<file path="src/rtl/clock_enable_gen.sv">
// NUM_CH runtime-programmable tick/square-wave dividers plus a free-running count.
// Define CLOCK_ENABLE_GEN_SYNC_EN to add the sync_clr phase-alignment input.
module clock_enable_gen #(
   parameter int          NUM_CH      = 4,
   parameter int          DIV_W       = 32,
   parameter int unsigned DEFAULT_DIV = 49_999_999,
   parameter int          FREE_W      = 32,
   localparam int         CH_W        = (NUM_CH > 1) ? $clog2(NUM_CH) : 1
) (
   input  logic              clk,
   input  logic              reset,
`ifdef CLOCK_ENABLE_GEN_SYNC_EN
   input  logic              sync_clr,
`endif
   input  logic [NUM_CH-1:0] ch_en,
   input  logic              cfg_wr,
   input  logic [CH_W-1:0]   cfg_ch,
   input  logic [DIV_W-1:0]  cfg_div,
   output logic [NUM_CH-1:0] tick,
   output logic [NUM_CH-1:0] sq_out,
   output logic [NUM_CH-1:0] cfg_pending,
   output logic [FREE_W-1:0] free_count
);

   localparam logic [DIV_W-1:0] DEF_DIV = DIV_W'(DEFAULT_DIV);

   logic              align;
   logic [FREE_W-1:0] free_reg;

`ifdef CLOCK_ENABLE_GEN_SYNC_EN
   assign align = sync_clr;
`else
   assign align = 1'b0;
`endif

   always_ff @(posedge clk or negedge reset) begin
      if (!reset)
         free_reg <= '0;
      else
         free_reg <= free_reg + FREE_W'(1);
   end

   assign free_count = free_reg;

   generate
      for (genvar gi = 0; gi < NUM_CH; gi++) begin : g_ch
         logic [DIV_W-1:0] cnt_reg;
         logic [DIV_W-1:0] active_reg;
         logic [DIV_W-1:0] pending_reg;
         logic [DIV_W-1:0] load_val;
         logic             pend_reg;
         logic             tick_reg;
         logic             sq_reg;
         logic             wr_hit;

         // Out-of-range channel numbers never match, so such writes are dropped.
         assign wr_hit   = cfg_wr && (32'(cfg_ch) == gi);
         assign load_val = pend_reg ? pending_reg : active_reg;

         always_ff @(posedge clk or negedge reset) begin
            if (!reset) begin
               cnt_reg     <= DEF_DIV;
               active_reg  <= DEF_DIV;
               pending_reg <= DEF_DIV;
               pend_reg    <= 1'b0;
               tick_reg    <= 1'b0;
               sq_reg      <= 1'b0;
            end else begin
               tick_reg <= 1'b0;
               if (align) begin
                  cnt_reg    <= load_val;
                  active_reg <= load_val;
                  pend_reg   <= 1'b0;
                  sq_reg     <= 1'b0;
               end else if (!ch_en[gi]) begin
                  cnt_reg    <= load_val;
                  active_reg <= load_val;
                  pend_reg   <= 1'b0;
               end else if (cnt_reg == '0) begin
                  tick_reg   <= 1'b1;
                  sq_reg     <= ~sq_reg;
                  cnt_reg    <= load_val;
                  active_reg <= load_val;
                  pend_reg   <= 1'b0;
               end else begin
                  cnt_reg <= cnt_reg - DIV_W'(1);
               end
               // A write landing on a reload edge survives as pending for the next boundary.
               if (wr_hit) begin
                  pending_reg <= cfg_div;
                  pend_reg    <= 1'b1;
               end
            end
         end

         assign tick[gi]        = tick_reg;
         assign sq_out[gi]      = sq_reg;
         assign cfg_pending[gi] = pend_reg;
      end
   endgenerate

endmodule

</file>
<file path="config.mk">
export PLATFORM = sky130hd
export DESIGN_NAME = clock_enable_gen
export DESIGN_NICKNAME = d
export VERILOG_FILES = /design/src/rtl/clock_enable_gen.sv
export SDC_FILE = /design/constraint.sdc
export NUM_CORES = 1
export LEC_CHECK = 0
export BUFFER_PORTS_ARGS = -buffer_cell sky130_fd_sc_hd__clkbuf_2
export CAP_MARGIN = 20
export CELL_PAD_IN_SITES_DETAIL_PLACEMENT = 1
export CELL_PAD_IN_SITES_GLOBAL_PLACEMENT = 1
export CORE_UTILIZATION = 30
export DETAILED_ROUTE_END_ITERATION = 6
export PLACE_DENSITY_LB_ADDON = 0.1
export SYNTH_ARGS = -nofsm -noshare
export SYNTH_HDL_FRONTEND = slang
export SYNTH_SLANG_ARGS = --single-unit
</file>
<file path="constraint.sdc">
create_clock -name clk -period 2.31 [get_ports clk]
set_input_delay 0.1155 -clock clk [delete_from_list [all_inputs] [get_ports clk]]
set_output_delay 0.1155 -clock clk [all_outputs]
set_load 0.01 [all_outputs]
</file>
==> results by group <==
Status
  • Status: finished, violations left
  • Violations in the final reports: negative setup slack

Setup path
  • Dominant cell type by count on the critical path: or4_4
  • CP Cell Sequence: or4_4 > or4_4 > o31ai_4 > nand2_4 > buf_12 > mux2_4
  • Signal arrival time at the worst endpoint: 2920 ps
  • Largest fanout on the critical path: 15
  • Family of cells with the greatest summed delay on the critical path: simple AND/OR/NAND/NOR gates
  • Crit path max-delay cell type: or4_4
  • Number of buffers and inverters on the critical path: 1
  • Required time at the worst-slack endpoint: 2790 ps
  • Startpoint type of the worst setup path: register
  • Kind of critical path: register to register
  • Worst stage delay on the critical path: 560 ps
  • Worst Setup End Kind: register

Logic synthesis
  • Synth Flop Type: dfstp_2
  • Syn nets: 1748
  • Synthesized instance count: 1698
  • Per-instance average area after synthesis: 11.86 um2
  • Number of warning messages in the yosys log: 0
  • Proportion of register bits with asynchronous set or reset after synthesis: 100.0%
  • Portion of the post-synthesis area used by sequential elements: 54.54%
  • Synthesized flop and latch total: 428
  • Synthesized area: 20130 um2
  • Count of flip-flops with a built-in enable after synthesis: 0
  • Unique masters post-synth: 54

Clock tree
  • Skew-Pair Late Insertion Delay: 590 ps
  • H-tree levels: 2
  • Maximum buffer depth of the clock tree: 3
  • Register clock-pin slew on the reported worst setup and hold paths: 60 ps
  • Clock tree from TritonCTS: done
  • Cell at the root of the clock tree: clkbuf_16
  • Clock sink total: 428
  • Number of clock buffers inserted by TritonCTS: 51

Global route
  • Wire length of the first global-routing pass: 87620 um
  • Via count of the first global-routing pass: 14.85k
  • Antenna violations before repair: 9
  • GRT overflow: 0
  • Largest net degree at the start of global routing: 90
  • All-layer global routing usage: 16.70%

Floorplanning
  • Die width: 261.1 um
  • Number of primary I/O pins: 85
  • Die boundary height: 261.1 um
  • Die Area: 68150 um2
  • # rows: 94
  • Floorplan Core Area: 66100 um2
  • Initial Utilization: 30.46%

Route
  • Mean routed wirelength per cell: 19.66 um
  • Number of vias after detailed routing: 13.52k
  • Number of iterations in the first detailed-routing pass: 6
  • Detailed-route DRC error count: 0
  • Final wirelength: 54940 um
  • Final ANT Viol Nets: 0
  • Number of DRC markers after the initial detailed-route iteration: 558
  • Routed vias/inst: 4.840

Power and ir drop
  • Total internal power: 17.88 mW
  • Power share of the clock group: 32.3%
  • Portion of total power attributed to sequential cells: 46.8%
  • Lkg Pwr: 9.923 nW
  • Share of total power in combinational logic: 20.9%
  • Max IR drop VDD: 0.4886 mV
  • Net load switching power: 7.022 mW
  • Fraction of power spent switching nets: 28.20%
  • Pwr per Cell Area: 1014 nW/um2

Place
  • Post-placement cell count: 2674
  • Number of buffers added on ports: 84
  • Final estimated routing congestion in global placement: 0.7751
  • Half-perimeter wire length of the detailed placement result: 36290 um

Final layout
  • Layout Utilization: 37.16%
  • Layout Nets: 1937
  • Number of inserted filler cells in the final layout: 7100
  • Leading cell type in the layout, fill and taps excluded: mux2_2
  • Commonest cells after routing, fill and taps aside: 241 x mux2_2, 216 x dfstp_2, 208 x dfrtp_1, 131 x nand2_1, 102 x buf_4
  • Area delta synth->final: 22.00%
  • Final cell count without fillers: 2794
  • Fraction of layout cells with a size suffix above 1: 43.46%

Timing
  • Worst slew margin: 60.15%
  • Final setup skew: 14.25 ps
  • Max Transition Viols Final: 0
  • Hold Vio Cnt, Final: 0
  • Shortest clock period the worst path allows after layout: 2439 ps
  • Share of the clock period used by the worst path after layout: 105.6%
  • Setup repair after global routing missed its margin: true
  • Final WS setup: -128.9 ps
  • Maximum frequency from static timing analysis: 410.0 MHz
  • Slew at the pin closest to its max-slew limit: 597.8 ps
  • Final setup violation count: 46

Hold path
  • Type of the most critical hold path: input pin to register

Job
  • Max-cap violation count: 0
synth_stat cells (3+ instances only):
| master | instances | area share, % |
|---|---|---|
| nand3b_1 | 5 | 0.19 |
| a211oi_1 | 25 | 0.93 |
| a31oi_1 | 10 | 0.31 |
| mux2_2 | 241 | 13 |
| o21ai_0 | 90 | 2.2 |
| or3_1 | 15 | 0.47 |
| xor2_1 | 62 | 2.7 |
| nor2b_1 | 26 | 0.81 |
| nand4_1 | 24 | 0.75 |
| nand2b_1 | 5 | 0.16 |
| nand4b_1 | 5 | 0.22 |
| mux2_4 | 28 | 2.1 |
| nand2_1 | 132 | 2.5 |
| dfrtp_1 | 212 | 26 |
| buf_1 | 15 | 0.28 |
| buf_2 | 4 | 0.099 |
| or2_2 | 5 | 0.16 |
| mux2i_1 | 36 | 1.8 |
| nor2_1 | 69 | 1.3 |
| nand3_1 | 26 | 0.65 |
| xnor2_1 | 79 | 3.4 |
| nor3_1 | 48 | 1.2 |
| or4_1 | 15 | 0.56 |
| o31a_1 | 5 | 0.22 |
| o2bb2ai_1 | 28 | 1.2 |
| a22oi_1 | 4 | 0.15 |
| buf_6 | 3 | 0.17 |
| or4b_2 | 3 | 0.15 |
| inv_1 | 47 | 0.88 |
| a21oi_1 | 50 | 1.2 |
| o31ai_1 | 5 | 0.19 |
| nor3b_1 | 9 | 0.34 |
| buf_4 | 12 | 0.45 |
| clkbuf_1 | 59 | 1.1 |
| dfstp_2 | 216 | 28 |
| ha_1 | 9 | 0.56 |
| nor4_1 | 45 | 1.4 |
| and3_1 | 7 | 0.22 |
cells by family (layout without fill, tap and decap cells):
group	count (synthesis)	in the layout	synth area share (%)
mux	305	305	17.36
xor+xnor	141	141	6.133
other cells	0	2	0
fa+ha+maj	9	9	0.5593
compound gates	225	225	6.966
simple gates	450	450	11.48
flops	428	428	54.54
buf+inv	140	370	2.970
power by group through the flow:
stage / clock network [mW] / registers [mW] / logic, mW
6_report: 8.04 / 11.6 / 5.22
5_1_grt: 8.64 / 12.0 / 5.84
4_1_cts: 8.37 / 11.6 / 5.28
3_5_place_dp: 0 / 11.7 / 5.20
3_3_place_gp: 0 / 11.6 / 5.07
2_1_floorplan: 0 / 11.3 / 3.66
per-stage QoR:
stage / cell area [um2] / hold WS, ps / worst slack [ps] / total power [mW] / TNS [ps]
floorplan: 20360 / -180.1 / -158.4 / 14.99 / -3847
global placement: 22500 / 60.69 / -113.3 / 16.71 / -3306
detailed placement: 22500 / 67.13 / -149.8 / 16.93 / -4785
CTS: 24420 / 14.12 / -156.1 / 25.30 / -4023
global route: 24560 / 19.21 / -193.8 / 26.44 / -6947
finish: 24560 / 14.24 / -128.9 / 24.90 / -3110
routing by layer:
layer / vias to the layer above / global-route usage, % / share of wire, %
li1: 6387 / - / -
met2: 174 / 27.45 / 47
met3: 82 / 2.623 / 3.8
met5: - / 0 / 0
met1: 6881 / 22.57 / 46
met4: 0 / 5.103 / 2.7
cell type report:
class	instances	area, um2	share of cell area [%]
repair buffers	229	1803	7.340
multi-input cells	1130	8853	36.04
clock buffers	81	1511	6.153
diodes	2	5.005	0.02037
inverters	47	176.4	0.7182
well taps	864	1081	4.401
flip-flops and latches	428	10990	44.72
clock inverters	13	147.6	0.6011
final timing paths:
kind                                          start                     end  slack [ps]  depth (start not counted)
worst max-delay path            g_ch[3].cnt_reg[22]  g_ch[3].active_reg[11]        -130                          6
worst min-delay path                     cfg_div[5]  g_ch[3].pending_reg[5]          10                          2
worst max register to register  g_ch[3].cnt_reg[22]  g_ch[3].active_reg[11]        -130                          6
worst min register to register       g_ch[0].sq_reg          g_ch[0].sq_reg         470                          1
max in group asynchronous                     reset     g_ch[0].cnt_reg[13]        1400                          4
min in group asynchronous                     reset        g_ch[1].tick_reg          30                          2
timing repair:
item                                   4_1_cts  5_1_grt
setup endpoints to repair                  109      156
hold buffers                                20        0
pin swaps                                    0        2
cloned                                       0        0
resized for setup                           13       24
endpoints found under the hold margin      269        0
setup buffers                                1        4
(Power assumes the default switching activity.)
